**config.mk**
```make
export PLATFORM = sky130hd
export DESIGN_NAME = instruction_fetch_unit
export DESIGN_NICKNAME = d
export VERILOG_FILES = /design/src/rtl/instruction_fetch_unit.sv
export SDC_FILE = /design/constraint.sdc
export NUM_CORES = 1
export LEC_CHECK = 0
export BUFFER_PORTS_ARGS = -buffer_cell sky130_fd_sc_hd__buf_2
export CORE_UTILIZATION = 30
export CTS_CLUSTER_SIZE = 12
export DETAILED_ROUTE_END_ITERATION = 8
export PLACE_DENSITY_LB_ADDON = 0.15
export SLEW_MARGIN = 20
export SYNTH_ARGS = -nofsm -noshare
export SYNTH_HDL_FRONTEND = slang
export SYNTH_SLANG_ARGS = --single-unit
```
**constraint.sdc**
```tcl
create_clock -name clk -period 4.8 [get_ports clk]
set_input_delay 0.72 -clock clk [delete_from_list [all_inputs] [get_ports clk]]
set_output_delay 0.72 -clock clk [all_outputs]
set_load 0.02 [all_outputs]
```
**src/rtl/instruction_fetch_unit.sv**
```systemverilog
// Instruction fetch unit: owns the PC, waits out the instruction memory delay and
// hands the captured word to decode over valid/ready. Optional IFU_ALIGN_CHECK_EN
// rejects misaligned redirects and raises a sticky misalign_err.
module instruction_fetch_unit #(
    parameter int unsigned MEM_LATENCY = 100,
    parameter logic [31:0] RESET_PC    = 32'h0000_0000
) (
    input  logic        clk,
    input  logic        reset,
    output logic [31:0] imem_addr,
    input  logic [31:0] imem_instr,
    input  logic        redirect,
    input  logic [31:0] redirect_pc,
    output logic [31:0] instr,
    output logic [31:0] instr_pc,
    output logic        instr_valid,
    input  logic        instr_ready,
    output logic        misalign_err
);

    localparam int unsigned AW = 32;
    localparam int unsigned CW = 8;
    localparam logic [CW-1:0] LAT = CW'(MEM_LATENCY);

    typedef enum logic {
        S_WAIT = 1'b0,
        S_HOLD = 1'b1
    } state_t;

    state_t        state, state_nxt;
    logic [AW-1:0] pc, pc_nxt;
    logic [CW-1:0] cnt, cnt_nxt;
    logic [AW-1:0] instr_nxt, instr_pc_nxt;
    logic          valid_nxt, err_nxt;
    logic          redirect_ok_c;
    logic [AW-1:0] target_c;

    // State and output registers; reset overrides everything.
    always_ff @(posedge clk) begin
        if (reset) begin
            state        <= S_WAIT;
            pc           <= RESET_PC;
            cnt          <= LAT;
            instr        <= '0;
            instr_pc     <= '0;
            instr_valid  <= 1'b0;
            misalign_err <= 1'b0;
        end else begin
            state        <= state_nxt;
            pc           <= pc_nxt;
            cnt          <= cnt_nxt;
            instr        <= instr_nxt;
            instr_pc     <= instr_pc_nxt;
            instr_valid  <= valid_nxt;
            misalign_err <= err_nxt;
        end
    end

    // Next-state logic: an accepted redirect outranks both capture and handshake.
    always_comb begin
        state_nxt    = state;
        pc_nxt       = pc;
        cnt_nxt      = cnt;
        instr_nxt    = instr;
        instr_pc_nxt = instr_pc;
        valid_nxt    = instr_valid;
        err_nxt      = misalign_err;

`ifdef IFU_ALIGN_CHECK_EN
        redirect_ok_c = redirect && (redirect_pc[1:0] == 2'b00);
        if (redirect && !redirect_ok_c) begin
            err_nxt = 1'b1;
        end
`else
        redirect_ok_c = redirect;
`endif
        target_c = redirect_pc & ~AW'(3);

        if (redirect_ok_c) begin
            pc_nxt    = target_c;
            cnt_nxt   = LAT;
            valid_nxt = 1'b0;
            state_nxt = S_WAIT;
        end else begin
            case (state)
                S_WAIT: begin
                    cnt_nxt = cnt - CW'(1);
                    if (cnt <= CW'(1)) begin
                        instr_nxt    = imem_instr;
                        instr_pc_nxt = pc;
                        valid_nxt    = 1'b1;
                        state_nxt    = S_HOLD;
                    end
                end
                S_HOLD: begin
                    if (instr_ready) begin
                        pc_nxt    = pc + AW'(4);
                        cnt_nxt   = LAT;
                        valid_nxt = 1'b0;
                        state_nxt = S_WAIT;
                    end
                end
                default: state_nxt = S_WAIT;
            endcase
        end
    end

    assign imem_addr = pc;

endmodule
```
==> metrics list <==
- Of all nets on the critical path, the largest fanout is 45.
- I/O Pins: roughly 170
- Post-Synthesis Mean Instance Area: between 8 and 9 um2
- Buffers inserted to repair hold after CTS numbered 0.
- Adding up every negative setup slack in the final design gives 0 ns.
* Total internal power: between 1 and 1.5 mW
- For hold timing, the worst endpoint is instr_pc[31].
* Number of maximum-capacitance violations: 0
- Starting DRT DRC Count: roughly 230
* Post-Synthesis Cells: about 550
* Flop and latch count out of synthesis: between 100 and 150
* Buffer levels on the longest clock path: 2
* Achievable frequency: approximately 0.42 GHz
- TritonCTS built the clock tree.
* Remaining design rule violation count: 0
- Yosys mapped a number of flops with a built-in enable equal to 0.
- Post-layout worst setup margin: between 2 and 2.5 ns
- The share of total power dissipated in the clock network is 0.395.
* Switch share: 0.253
- Area of the die: 0.0154 mm2
* HPWL Detailed: between 8000 and 9000 um
- For this run, the detailed router's first-pass iteration total came to 4.
- Hold Fails Final Rpt: 0
* Final wirelength: between 10000 and 15000 um
- The library cells used most frequently in the layout, excluding fill and tap cells, are 157 x sky130_fd_sc_hd__buf_2, 137 x sky130_fd_sc_hd__nand2_1, 102 x sky130_fd_sc_hd__dfxtp_1.
- Ant diodes: 0
- The worst setup path is captured at a flip-flop.
* Initial core utilization: 0.308
* Final Hold Slack: around 0.45 ns
- Cell chain of the critical path: nor4_2, o2111ai_4, buf_4, nand2_1, a21oi_1
* Largest net degree at the start of global routing: a little under 100
* Largest cells by area after synthesis: sky130_fd_sc_hd__dfxtp_1 46%, sky130_fd_sc_hd__nand2_1 12%, sky130_fd_sc_hd__a21oi_1 7.6%
* Share of the synthesized area in the top cell type: 0.457
- Worst path required time: around 5 ns
- The flow ran to the end, and the final reports show no timing, DRC or antenna violations.
- STA classifies the critical path startpoint as a flip-flop.
* Reg-to-reg critical path startpoint: state
- Flop-to-flop setup slack: roughly 2.4 ns
- In this run the cell area of the synthesized design comes to between 0.004 and 0.005 mm2.
* Switching power: roughly 0.44 mW
- Wire length of the first global-routing pass: 19900 um
- Across the VDD grid, the largest voltage drop is ~160 uV.
* Total clock sinks: ~100
* Post-CTS repair timing setup buffer count: 0
- Multi-input combinational cell area: ~0.0022 mm2
* Latest clock arrival within the worst-skew pair: about 0.35 ns
* Routed via count: 4399
- Subtracting the final worst setup slack from the clock period gives between 2 and 2.5 ns.
- Number of buffers inserted during clock tree synthesis: 9
- For this design the static power due to leakage is roughly 2.3 nW.
* Clk_skew: 0.00788 ns
- Measured slew at the worst slew-check pin: between 1 and 1.5 ns
- Post-CTS sizing: 0
- FF+latch area: 0.00204 mm2
* Number of placement rows: 44
* Root buf cell: sky130_fd_sc_hd__clkbuf_16
- After filler insertion, the fill cell instance count of the layout stands at approximately 1500.
- Post-synthesis to final-layout area growth: 25.9%
* GRT Resource Usage Total: 0.170
- The share of total power dissipated in combinational logic is 0.085.
- Net count of the finished layout: 757
* Sequential cell fraction of total power: 0.520
- Library cell with the largest summed area after synthesis: sky130_fd_sc_hd__dfxtp_1
- The H-tree was split into 3 levels.
- Worst min-delay path startpoint: instr_pc[31]
- In this run, distinct cell masters in the synthesized netlist total 50.
* Leading cell type in the layout, fill and taps excluded: sky130_fd_sc_hd__buf_2
- In the final routed layout, each cell accounts on average for between 10 and 15 um.
* # port buffers: 158
- Final max-slew violation count: 0
- During synthesis, Yosys emitted a total of 0 warnings.
- Cell area after layout: between 0.005 and 0.006 mm2
- Dividing total power by cell area gives a power density of between 300 and 400 mW/mm2.
- The worst hold path belongs to the class flip-flop to flip-flop.
- Setup repair after global routing left no endpoint under its margin.
- In the final layout, the share of cells above drive strength 1 is 0.269.
* Y dimension of the die: approximately 120 um
- The largest single stage delay on the critical path is 0.60 ns.
- For the worst setup path, the data arrival time is between 2 and 3 ns.
- Setup-failing EPs final: 0
- The worst register-to-register path ends at instr_pc[16].
- Dividing the final minimum period by the clock period gives 0.497.
- Clock slew seen by the registers of the worst setup and hold paths: 0.07 ns
* Area of the placeable core: around 0.015 mm2
* Placed cell area: around 0.0054 mm2
- Max transition margin: 0.292
* Overflow after GRT: 0
- Fraction of the yosys area taken by sequential cells: 0.457
* Vias in the first global route: around 3900
* Hold-critical path depth: 2
- Number of antenna violations at the first check in global routing: 1
- Counting cells, the worst reg-to-reg path comes to 5.
- Crit path max-delay cell type: sky130_fd_sc_hd__nor4_2
* Die span in x: 124 um
- Post-detailed-route via-to-cell ratio: just over 5
- Routability-driven placement finished with a final weighted congestion of slightly below 0.8.
- Of all flip-flops after synthesis, the portion carrying an async set or reset was 0.
- The worst setup path is of the flip-flop to flip-flop kind.
- The detail route stage leaves a number of antenna-violating nets equal to 0.
* Most common flop cell mapped by yosys: sky130_fd_sc_hd__dfxtp_1
- Worst-case setup slack after placement: ~2.2 ns
## power by group through the flow
stage          registers, mW  clock network [mW]  logic (mW)
3_3_place_gp           0.922                   0       0.147
4_1_cts                0.904               0.717       0.150
2_1_floorplan          0.932                   0      0.0731
3_5_place_dp           0.923                   0       0.149
6_report               0.904               0.686       0.148
5_1_grt                0.908               0.737       0.165
## per-stage QoR
stage | instances | utilization | total power [mW]
3_3_place_gp | 858 | 0.368 | 1.07
2_1_floorplan | 558 | - | 1.01
3_5_place_dp | 859 | 0.369 | 1.07
4_1_cts | 872 | 0.387 | 1.77
5_1_grt | 872 | 0.387 | 1.81
6_report | 872 | 0.387 | 1.74
## kinds of logic (layout without fill, tap and decap cells)
group / after synthesis / in the layout / share of synthesized area
adder cells (fa/ha/maj): 3 / 3 / 0.00840
multiplexers: 1 / 1 / 0.00252
other: 1 / 5 / 0.000839
AO/OA/AOI/OAI: 128 / 128 / 0.179
XOR/XNOR: 11 / 11 / 0.0215
buffers and inverters: 54 / 184 / 0.0529
AND/OR/NAND/NOR: 254 / 254 / 0.278
flip-flops: 102 / 102 / 0.457
## registers in the layout (all words and copies together) (netlist names)
name         count
cnt              8
imem_addr       30
instr           32
instr_pc        30
state            1
instr_valid      1
## cell usage after synthesis (2+ instances only)
library cell                instances
sky130_fd_sc_hd__o31ai_1            6
sky130_fd_sc_hd__a221oi_1           2
sky130_fd_sc_hd__clkbuf_1          25
sky130_fd_sc_hd__or3_1              8
sky130_fd_sc_hd__nor4_4             2
sky130_fd_sc_hd__nand4_1           10
sky130_fd_sc_hd__nand3b_1           2
sky130_fd_sc_hd__buf_2             12
sky130_fd_sc_hd__xor2_1             4
sky130_fd_sc_hd__a311oi_1          14
sky130_fd_sc_hd__nor2_1            29
sky130_fd_sc_hd__and3_1             5
sky130_fd_sc_hd__a22oi_1            3
sky130_fd_sc_hd__nand2_1          137
sky130_fd_sc_hd__a21oi_1           68
sky130_fd_sc_hd__nand3_1           16
sky130_fd_sc_hd__nor4_1             7
sky130_fd_sc_hd__dfxtp_1          102
sky130_fd_sc_hd__nor3b_1            2
sky130_fd_sc_hd__nand3_2            2
sky130_fd_sc_hd__o21ai_0           10
sky130_fd_sc_hd__a2111oi_0          5
sky130_fd_sc_hd__nand4_2            2
sky130_fd_sc_hd__xnor2_1            7
sky130_fd_sc_hd__ha_1               3
sky130_fd_sc_hd__nand2b_1           2
sky130_fd_sc_hd__and4_1            11
sky130_fd_sc_hd__or4_1              6
sky130_fd_sc_hd__nor2b_1            5
sky130_fd_sc_hd__buf_1              2
sky130_fd_sc_hd__inv_1             10
sky130_fd_sc_hd__nor3_1             4
sky130_fd_sc_hd__buf_4              5
sky130_fd_sc_hd__a211oi_1          10
## worst max path at each step
stage                    endpoint  cells after the start         from  slack, ns
global placement     instr_pc[29]                      5     redirect       2.08
finish               instr_pc[16]                      5        state       2.41
detailed placement  imem_addr[25]                      5     redirect       2.24
CTS                  instr_pc[16]                      5        state       2.40
global route         instr_pc[20]                      5        state       2.16
floorplan           imem_addr[23]                      5  instr_ready       2.80
## worst max-delay path: cells and delay by family (launching register included)
family | cells | cell delay, ns
buffers and inverters | 1 | 0.43
AOI/OAI and AO/OA | 2 | 0.52
DFF | 1 | 0.50
and+or+nand+nor | 2 | 0.74
## routing by layer
metal | track usage | routed length (um) | share of wire | vias to the layer above
met5 | 0 | 8 | 0.00062 | -
met4 | 0.0655 | 192 | 0.015 | 2
met3 | 0.0513 | 912 | 0.070 | 14
met2 | 0.268 | 6020 | 0.47 | 125
met1 | 0.215 | 5810 | 0.45 | 2049
li1 | - | - | - | 2209
## layout make-up
cell class | instances | share of cell area
inverter | 10 | 0.00667
tap | 184 | 0.0409
clock inverter | 1 | 0.00133
clock buffer | 12 | 0.0456
sequential | 102 | 0.363
multi-input combinational | 402 | 0.396
timing repair buffer | 161 | 0.147
(Power assumes the default switching activity.)
